File: src/rtl/i2lbs_scan_ctrl.sv
// Window-scan controller: streams resized pixels into the line buffer, stalls at every
// stride-aligned window origin for one classifier inspection, and queues positive origins.
module i2lbs_scan_ctrl #(
  parameter int DATA_WIDTH_12   = 12,
  parameter int FRAME_WIDTH     = 10,
  parameter int FRAME_HEIGHT    = 10,
  parameter int INTEGRAL_WIDTH  = 3,
  parameter int INTEGRAL_HEIGHT = 3,
  parameter int STRIDE_X        = 1,
  parameter int STRIDE_Y        = 1,
  parameter int CAND_FIFO_DEPTH = 4,
  parameter int INSPECT_TIMEOUT = 1023
) (
  input  logic                     clk_fpga,
  input  logic                     reset_fpga,
  input  logic                     start,
  input  logic                     pixel_valid,
  output logic                     o_pixel_ready,
  output logic                     o_buf_wen,
  output logic                     o_inspect_start,
  output logic [DATA_WIDTH_12-1:0] o_win_x,
  output logic [DATA_WIDTH_12-1:0] o_win_y,
  input  logic                     inspect_done,
  input  logic                     candidate,
  output logic                     o_cand_valid,
  input  logic                     cand_ready,
  output logic [DATA_WIDTH_12-1:0] o_cand_x,
  output logic [DATA_WIDTH_12-1:0] o_cand_y,
  output logic                     o_overflow,
  output logic                     o_timeout,
  output logic                     o_frame_done,
  output logic                     o_busy
);
  localparam int W   = DATA_WIDTH_12;
  localparam int AW  = $clog2(CAND_FIFO_DEPTH);
  localparam int WDW = $clog2(INSPECT_TIMEOUT + 1);

  localparam logic [W-1:0]   COL_LAST  = W'(FRAME_WIDTH - 1);
  localparam logic [W-1:0]   ROW_LAST  = W'(FRAME_HEIGHT - 1);
  localparam logic [W-1:0]   COL_MIN   = W'(INTEGRAL_WIDTH - 1);
  localparam logic [W-1:0]   ROW_MIN   = W'(INTEGRAL_HEIGHT - 1);
  localparam logic [W-1:0]   PHX_LAST  = W'(STRIDE_X - 1);
  localparam logic [W-1:0]   PHY_LAST  = W'(STRIDE_Y - 1);
  // Phase of column/row 0 chosen so that phase 0 lands exactly on stride-aligned origins.
  localparam logic [W-1:0]   PHX_INIT  = W'((STRIDE_X - ((INTEGRAL_WIDTH - 1) % STRIDE_X)) % STRIDE_X);
  localparam logic [W-1:0]   PHY_INIT  = W'((STRIDE_Y - ((INTEGRAL_HEIGHT - 1) % STRIDE_Y)) % STRIDE_Y);
  localparam logic [WDW-1:0] WD_FIRST  = WDW'(1);
  localparam logic [WDW-1:0] WD_LAST   = WDW'(INSPECT_TIMEOUT);
  localparam logic [AW:0]    FIFO_FULL = (AW + 1)'(CAND_FIFO_DEPTH);

  typedef enum logic [1:0] {S_IDLE, S_STREAM, S_INSPECT, S_DONE} state_t;

  state_t                            state_q, state_d;
  logic [W-1:0]                      col_q, col_d, row_q, row_d, phx_q, phx_d, phy_q, phy_d;
  logic [W-1:0]                      win_x_q, win_x_d, win_y_q, win_y_d;
  logic [WDW-1:0]                    wd_q, wd_d;
  logic                              last_q, last_d, timeout_q, timeout_d, overflow_q, overflow_d;
  logic [CAND_FIFO_DEPTH-1:0][W-1:0] mem_x_q, mem_x_d, mem_y_q, mem_y_d;
  logic [AW-1:0]                     wr_ptr_q, wr_ptr_d, rd_ptr_q, rd_ptr_d;
  logic [AW:0]                       cnt_q, cnt_d;
  logic [W-1:0]                      head_x_q, head_x_d, head_y_q, head_y_d;
  logic                              accept, last_pix, win_hit, push, pop, do_push;

  assign o_pixel_ready   = (state_q == S_STREAM);
  assign o_buf_wen       = pixel_valid & o_pixel_ready;
  assign o_inspect_start = (state_q == S_INSPECT) && (wd_q == WD_FIRST);
  assign o_win_x         = win_x_q;
  assign o_win_y         = win_y_q;
  assign o_cand_valid    = (cnt_q != '0);
  assign o_cand_x        = head_x_q;
  assign o_cand_y        = head_y_q;
  assign o_overflow      = overflow_q;
  assign o_timeout       = timeout_q;
  assign o_frame_done    = (state_q == S_DONE);
  assign o_busy          = (state_q != S_IDLE);

  assign accept   = o_buf_wen;
  assign last_pix = (col_q == COL_LAST) && (row_q == ROW_LAST);
  assign win_hit  = (col_q >= COL_MIN) && (row_q >= ROW_MIN) && (phx_q == '0) && (phy_q == '0);
  assign pop      = o_cand_valid & cand_ready;

  always_comb begin
    state_d    = state_q;
    col_d      = col_q;
    row_d      = row_q;
    phx_d      = phx_q;
    phy_d      = phy_q;
    win_x_d    = win_x_q;
    win_y_d    = win_y_q;
    wd_d       = wd_q;
    last_d     = last_q;
    timeout_d  = timeout_q;
    overflow_d = overflow_q;
    push       = 1'b0;
    case (state_q)
      S_IDLE: if (start) begin
        state_d    = S_STREAM;
        col_d      = '0;
        row_d      = '0;
        phx_d      = PHX_INIT;
        phy_d      = PHY_INIT;
        win_x_d    = '0;
        win_y_d    = '0;
        wd_d       = '0;
        last_d     = 1'b0;
        timeout_d  = 1'b0;
        overflow_d = 1'b0;
      end
      S_STREAM: if (accept) begin
        if (col_q == COL_LAST) begin
          col_d = '0;
          phx_d = PHX_INIT;
          row_d = row_q + 1'b1;
          phy_d = (phy_q == PHY_LAST) ? '0 : phy_q + 1'b1;
        end else begin
          col_d = col_q + 1'b1;
          phx_d = (phx_q == PHX_LAST) ? '0 : phx_q + 1'b1;
        end
        if (win_hit) begin
          win_x_d = col_q - COL_MIN;
          win_y_d = row_q - ROW_MIN;
          last_d  = last_pix;
          wd_d    = WD_FIRST;
          state_d = S_INSPECT;
        end else if (last_pix) begin
          state_d = S_DONE;
        end
      end
      S_INSPECT: begin
        // A done on the start cycle belongs to no window yet; a done on the final watchdog cycle still counts.
        if (inspect_done && (wd_q != WD_FIRST)) begin
          push    = candidate;
          state_d = last_q ? S_DONE : S_STREAM;
        end else if (wd_q == WD_LAST) begin
          timeout_d = 1'b1;
          state_d   = last_q ? S_DONE : S_STREAM;
        end else begin
          wd_d = wd_q + 1'b1;
        end
      end
      S_DONE:  state_d = S_IDLE;
      default: state_d = S_IDLE;
    endcase

    do_push  = push && ((cnt_q != FIFO_FULL) || pop);
    if (push && !do_push) overflow_d = 1'b1;
    mem_x_d  = mem_x_q;
    mem_y_d  = mem_y_q;
    wr_ptr_d = wr_ptr_q;
    rd_ptr_d = rd_ptr_q;
    cnt_d    = cnt_q;
    if (do_push) begin
      mem_x_d[wr_ptr_q] = win_x_q;
      mem_y_d[wr_ptr_q] = win_y_q;
      wr_ptr_d          = wr_ptr_q + 1'b1;
    end
    if (pop) rd_ptr_d = rd_ptr_q + 1'b1;
    if (do_push && !pop)      cnt_d = cnt_q + 1'b1;
    else if (!do_push && pop) cnt_d = cnt_q - 1'b1;
    // Head is registered so it keeps the last popped entry once the queue runs dry.
    head_x_d = head_x_q;
    head_y_d = head_y_q;
    if (cnt_d != '0) begin
      head_x_d = mem_x_d[rd_ptr_d];
      head_y_d = mem_y_d[rd_ptr_d];
    end
  end

  always_ff @(posedge clk_fpga or posedge reset_fpga) begin
    if (reset_fpga) begin
      state_q    <= S_IDLE;
      col_q      <= '0;
      row_q      <= '0;
      phx_q      <= '0;
      phy_q      <= '0;
      win_x_q    <= '0;
      win_y_q    <= '0;
      wd_q       <= '0;
      last_q     <= 1'b0;
      timeout_q  <= 1'b0;
      overflow_q <= 1'b0;
      mem_x_q    <= '0;
      mem_y_q    <= '0;
      wr_ptr_q   <= '0;
      rd_ptr_q   <= '0;
      cnt_q      <= '0;
      head_x_q   <= '0;
      head_y_q   <= '0;
    end else begin
      state_q    <= state_d;
      col_q      <= col_d;
      row_q      <= row_d;
      phx_q      <= phx_d;
      phy_q      <= phy_d;
      win_x_q    <= win_x_d;
      win_y_q    <= win_y_d;
      wd_q       <= wd_d;
      last_q     <= last_d;
      timeout_q  <= timeout_d;
      overflow_q <= overflow_d;
      mem_x_q    <= mem_x_d;
      mem_y_q    <= mem_y_d;
      wr_ptr_q   <= wr_ptr_d;
      rd_ptr_q   <= rd_ptr_d;
      cnt_q      <= cnt_d;
      head_x_q   <= head_x_d;
      head_y_q   <= head_y_d;
    end
  end
endmodule

File: config.mk
export PLATFORM = sky130hd
export DESIGN_NAME = i2lbs_scan_ctrl
export DESIGN_NICKNAME = d
export VERILOG_FILES = /design/src/rtl/i2lbs_scan_ctrl.sv
export SDC_FILE = /design/constraint.sdc
export NUM_CORES = 1
export LEC_CHECK = 0
export CAP_MARGIN = 15
export CORE_AREA = 2 2 138 140
export CTS_BUF_LIST = sky130_fd_sc_hd__clkbuf_8
export DETAILED_ROUTE_END_ITERATION = 8
export DIE_AREA = 0 0 140 142
export MAX_ROUTING_LAYER = met4
export PLACE_DENSITY = 0.79
export SYNTH_ARGS = -nofsm -noshare
export SYNTH_HDL_FRONTEND = slang
export SYNTH_SLANG_ARGS = --single-unit
File: constraint.sdc
create_clock -name clk_fpga -period 7.7 [get_ports clk_fpga]
set_input_delay 0.77 -clock clk_fpga [delete_from_list [all_inputs] [get_ports clk_fpga]]
set_output_delay 0.77 -clock clk_fpga [all_outputs]
set_load 0.1 [all_outputs]
### Word level (Yosys, flattened, before mapping)

Index checks and enable logic that the tools add are counted.

| storage, ports and cells | value |
|---|---|
| logic and storage cells | 151 |
| flip-flop bits (word level) | 214 |
| output and inout bits | 56 |
| input bits | 7 |

| cells by class | value |
|---|---|
| reduce and logical (&&, ||, !) cells | 32 |
| add/subtract/negate cells | 11 |
| equal/unequal tests | 18 |
| mux-type cells | 59 |
| bitwise operators | 2 |
| magnitude comparators | 5 |

Operators by type and width:

| operator | count |
|---|---|
| 2-to-1 mux 12 bit | 18 |
| case mux 12 bit (2 select lines) | 6 |
| bitwise mux 48 bit | 2 |
| 2-to-1 mux 48 bit | 2 |
| 2-to-1 mux 10 bit | 5 |
| adder 12 x 1 -> 12 bit, second input constant | 4 |
| binary-select mux 12 bit (select 2 bit) | 2 |
| case mux 10 bit (3 select lines) | 1 |
| demux 12 bit (select 2 bit) | 1 |
| == test 12 x 4 -> 1 bit, second input constant | 2 |
| >= comparator 12 x 2 -> 1 bit, second input constant | 2 |
| zero test 12 bit | 2 |
| subtractor 12 x 2 -> 12 bit, second input constant | 2 |
| 2-to-1 mux 2 bit | 8 |
| AND reduction 4 bit | 4 |
| logical AND 1 bit | 11 |
| adder 10 x 1 -> 10 bit, second input constant | 1 |
| == test 10 x 1 -> 1 bit, second input constant | 1 |
| == test 10 bit, second input constant | 1 |
| != test 10 x 1 -> 1 bit, second input constant | 1 |
| nonzero test 2 bit | 5 |
| 2-to-1 mux 1 bit | 9 |
| nonzero test 3 bit | 3 |
| != test 2 x 1 -> 1 bit, second input constant | 4 |
| 20 further kinds | 30 |

### Depth between registers and ports, before layout

| logic depth | value |
|---|---|
| depth after elaboration | 10 |
| mapped depth | 11 |
| depth with buffers taken out | 10 |

### Worst setup path after synthesis

Ideal clock, no wire load.

| timing path | value |
|---|---|
| path type | reg-to-reg |
| start | register cnt_q[0] |
| end | register head_x_q[0], in the netlist o_cand_x[0] |
| library setup time | 126 ps |
| buffers on the path | 1 |
| data required time | 7574 ps |
| period minus slack after synthesis | 3387 ps |
| arrival time | 3261 ps |
| setup slack | 4313 ps |
| stages on the path, launching flop included | 11 |
| cell sequence | dfrtp_1 inv_1 ha_1 nor2b_2 inv_1 nand2_1 and4_4 or4_4 a211oi_4 buf_6 mux2_2 |

| between the ends | value |
|---|---|
| longest elaborated chain between the ends | 9 |
| elaborated cells on any way between the ends | 18 |
| classes of those cells | add/sub (2); eq/ne (1); mux (6); bitwise (1); reduce/logical (8) |

Ends and longest elaborated chain:

| element | line | source |
|---|---|---|
| from (decl) | 60 | `logic [AW:0] cnt_q, cnt_d;` |
| from (signal assigned) | 205 | `cnt_q <= cnt_d;` |
| nonzero test 3 bit * | 69 | `assign o_cand_valid = (cnt_q != '0);` |
| net o_cand_valid | 25 | `output logic o_cand_valid,` |
| bitwise AND 1 bit * | 80 | `assign pop = o_cand_valid & cand_ready;` |
| logical OR 1 bit | 145 | `do_push = push && ((cnt_q != FIFO_FULL) \|\| pop);` |
| logical AND 1 bit | 145 |  |
| zero test 1 bit | 159 | `else if (!do_push && pop) cnt_d = cnt_q - 1'b1;` |
| logical AND 1 bit | 159 |  |
| 2-to-1 mux 3 bit | 159 |  |
| 2-to-1 mux 3 bit | 158 | `if (do_push && !pop) cnt_d = cnt_q + 1'b1;` |
| nonzero test 3 bit | 163 | `if (cnt_d != '0) begin` |
| to (signal assigned) | 187 | `head_x_q <= '0;` |
| to (signal assigned) | 206 | `head_x_q <= head_x_d;` |
| to (decl) | 61 | `logic [W-1:0] head_x_q, head_x_d, head_y_q, head_y_d;` |

Mark *: on every way through the listed nets, which the timed path passes. The rest lies on a longest branch. The select of a mux whose other input is x is not followed.
A chain may end at the register's enable or synchronous reset.

### Worst setup path in the final report

| timing path | value |
|---|---|
| start | register wd_q[1] |
| end | output port o_inspect_start |

| between the ends | value |
|---|---|
| longest elaborated chain between the ends | 2 |

Ends and longest elaborated chain:

| element | line | source |
|---|---|---|
| from (decl) | 56 | `logic [WDW-1:0] wd_q, wd_d;` |
| from (signal assigned) | 197 | `wd_q <= wd_d;` |
| == test 10 x 1 -> 1 bit | 66 | `assign o_inspect_start = (state_q == S_INSPECT) && (wd_q == WD_FIRST);` |
| logical AND 1 bit | 66 |  |
| to (decl) | 20 | `output logic o_inspect_start,` |

Every way passes these cells.

==> PnR_summary.wiki <==
{| class="wikitable"
! Metric !! Value
|-
| Async set-or-reset flop fraction in the synthesized netlist || 100%
|-
| GR Overflow Total || 0
|-
| H-tree levels || 2
|-
| Total CTS buffers || 37
|-
| Detailed Place HPWL || 15,800 µm
|-
| First-pass GRT wire length || 42,200 µm
|-
| Post-layout nets || 1,098
|-
| Top-level port count || 63
|-
| Number of buffers inserted by post-CTS setup repair || 0
|-
| Power density relative to cell area || 446 nW/µm²
|-
| Number of max-cap violations || 0
|-
| Number of instances in the synthesized netlist || 1,010
|-
| Worst EP arrival || 3.15 ns
|-
| Post-synth top flop || dfrtp_1
|-
| RSZ-0062 raised after global routing || false
|-
| Number of flip-flops and latches in the synthesized netlist || 214
|-
| Share of the clock period used by the worst path after layout || 51.0%
|-
| Sum of internal, switching and leakage power || 5.53 mW
|-
| Clock transition at the registers of the reported paths || 0.06 ns
|-
| Final Max Slew Viols || 0
|-
| Average footprint of a synthesized cell || 10.7 µm²
|-
| Clock Root Buffer || clkbuf_8
|-
| WL per Instance || 19.4 µm
|-
| DR pass1 iterations || 7
|-
| Area of the mapped netlist || 10,900 µm²
|-
| Cell accounting for the most synthesized area || dfrtp_1
|-
| Final Routed Wirelength || 25,700 µm
|-
| Synth top area share || 49.4%
|-
| Highest attainable clock frequency || 0.255 GHz
|-
| Antenna viol nets, final || 0
|-
| Number of buffers inserted by port buffering || 62
|-
| Violated checks || DRC
|-
| Via-per-instance ratio || 6.29
|-
| Number of warning messages in the yosys log || 0
|-
| Maximum clock skew at final layout || 0.0327 ns
|-
| Largest fanout on the critical path || 12
|-
| Starting density of the core || 58.8%
|-
| Pin slew with the least headroom to its limit || 1.08 ns
|-
| Static Leak || 5.67 nW
|-
| DIE HEIGHT || 142 µm
|-
| GRT Resource Usage Total || 27.0%
|-
| Library cells used by synthesis || 60
|-
| WHS Path Cells || 2
|-
| Seq/Total Area, Yosys || 49.4%
|-
| Largest net degree at the start of global routing || 155
|-
| Number of flops mapped to enable cells by yosys || 0
|-
| Synthesized Nets || 1,044
|-
| Number of hold buffers added after CTS || 0
|-
| Fin Setup TNS || 0 ns
|-
| Clk buf depth || 3
|-
| CTS tree || built
|-
| Cell types occupying the most area after synthesis || dfrtp_1 49%, mux2_2 12%, o221ai_1 4.0%, ha_1 3.1%, a21oi_1 2.6%
|-
| Die ar. || 19,900 µm²
|-
| Number of remaining DRC errors || 8
|-
| Final-report hold violation count || 0
|-
| Clock sink count || 214
|-
| Number of antenna violations at the first check in global routing || 0
|-
| Headroom to the max-slew limit || 28.2%
|-
| Cell count of the worst reg-to-reg path || 8
|-
| Worst IR drop on VDD || 198 µV
|-
| HP Class || reg2reg
|-
| Kind of end point of the critical path || output pin
|-
| Startpoint Class || flop
|-
| Data required time at the worst endpoint || 6.93 ns
|-
| Result of the run || finished, violations left
|-
| Initial drt markers || 866
|-
| RePlAce Congestion || 0.863
|-
| Ratio of cells with drive above 1 in the final layout || 18.2%
|-
| Clock insertion delay at the later pin of the skew report || 0.55 ns
|-
| Number of rows created at floorplan || 50
|-
| Post-layout minimum cycle time || 3.92 ns
|-
| Area Overhead vs Synth || 14.2%
|-
| Detailed-route via count || 8,342
|-
| Total setup violations reported at the end of the flow || 0
|-
| Post-layout util || 67.1%
|-
| Post-cts repair resize count || 0
|-
| Area of the core || 18,500 µm²
|-
| Vias in the first global route || 8,314
|-
| Diodes inserted || 0
|-
| Worst Path Class, Setup || reg2out
|-
| Die Span X || 140 µm
|}
## cell usage after synthesis (5+ instances only)
cell type,number
dfrtp_1,214
mux2_2,112
nand2_1,68
a21oi_1,57
o21ai_0,57
nor2_1,55
clkbuf_1,52
o221ai_1,49
o31ai_1,32
inv_1,29
o22ai_1,29
xnor2_1,29
ha_1,27
nand3_1,25
xor2_1,20
and3_1,15
nand4_1,12
nor2b_1,11
nor3_1,10
nor4_1,10
buf_2,9
or3_1,8
o41ai_1,7
and2_1,6
nand2b_1,6
mux2_1,5
## kinds of logic (layout without fill, tap and decap cells)
group,Yosys count,in the layout,share of synthesized area [%]
AOI/OAI and AO/OA,254,254,15.5
and+or+nand+nor,252,252,12.1
DFF,214,214,49.4
muxes,121,121,12.5
buffers and inverters,93,176,3.46
xor gates and xnor gates,49,49,3.96
adders and majority gates,27,27,3.11
## worst max-delay path, stage by stage (launching register included)
cell and delay (ns):
dfrtp_1 0.40, inv_1 0.07, ha_1 0.16, nor2b_1 0.19, and4_1 0.50, and2_1 0.19, clkdlybuf4s50_1 1.13
## per-stage QoR
stage	setup WS, ns	area, µm²	std cells	hold slack [ns]
after floorplan	1.08	10900	1010	0.450
after global placement	4.19	11600	1259	0.462
after detailed placement	4.08	11600	1259	0.471
after CTS	3.75	12400	1327	0.484
after global routing	3.62	12400	1327	0.515
final	3.78	12400	1327	0.483
## final cells by class
cell class	instances	area (µm²)
multi-input cells	703	5140
well taps	234	293
clock inverters	21	96.3
repair buffers	78	741
fillers	1431	6060
inverters	30	120
flip-flops and latches	214	5360
clock buffers	47	647
## layer usage
metal / track usage (%) / routed length, µm
met1: 34.8 / 11100
met2: 44.3 / 12700
met3: 4.31 / 1400
met4: 9.20 / 551
met5: - / 0
## report_power, final
part | internal [mW] | switching [mW] | leakage [nW]
Combinational | 0.904 | 1.85 | 2.33
Sequential | 1.46 | 0.299 | 2.90
Clock | 0.553 | 0.464 | 0.444
Total | 2.91 | 2.61 | 5.67
## path summary, 6_finish.rpt
check / endpoint / slack, ns / start
setup / recovery: o_inspect_start / 3.78 / wd_q[1]
hold / removal: mem_x_q[42] / 0.48 / mem_x_q[42]
setup reg to reg: o_cand_x[6] / 4.42 / state_q[0]
hold reg to reg: mem_x_q[42] / 0.48 / mem_x_q[42]
max in group asynchronous: row_q[5] / 5.37 / reset_fpga
min in group asynchronous: wd_q[2] / 0.86 / reset_fpga
## registers in the layout, summed over array words and instances (netlist names)
name and flops:
rd_ptr_q 2, o_timeout 1, row_q 12, wr_ptr_q 2
o_win_y 12, phy_q 12, o_win_x 12, o_cand_y 12
last_q 1, o_cand_x 12, mem_y_q 48, mem_x_q 48
phx_q 12, col_q 12, wd_q 10, state_q 2
o_overflow 1, cnt_q 3
## placed cells by master (no fill, tap or decap), types with 3 or more instances in the layout
cell type          n
dfrtp_1          214
mux2_2           112
nand2_1           68
clkdlybuf4s50_1   62
o21ai_0           57
a21oi_1           57
nor2_1            55
o221ai_1          49
clkbuf_8          47
inv_1             43
o31ai_1           32
xnor2_1           29
o22ai_1           27
ha_1              27
nand3_1           25
xor2_1            19
buf_4             16
and3_1            15
nand4_1           12
nor2b_1           11
nor4_1            10
nor3_1            10
or3_1              8
o41ai_1            7
nand2b_1           6
and2_1             6
mux2_1             5
and4_1             4
or4_1              4
mux2i_1            4
clkinv_2           4
a211o_1            3
nand3b_1           3
o211ai_1           3
nor3b_1            3
(Power assumes the default switching activity.)
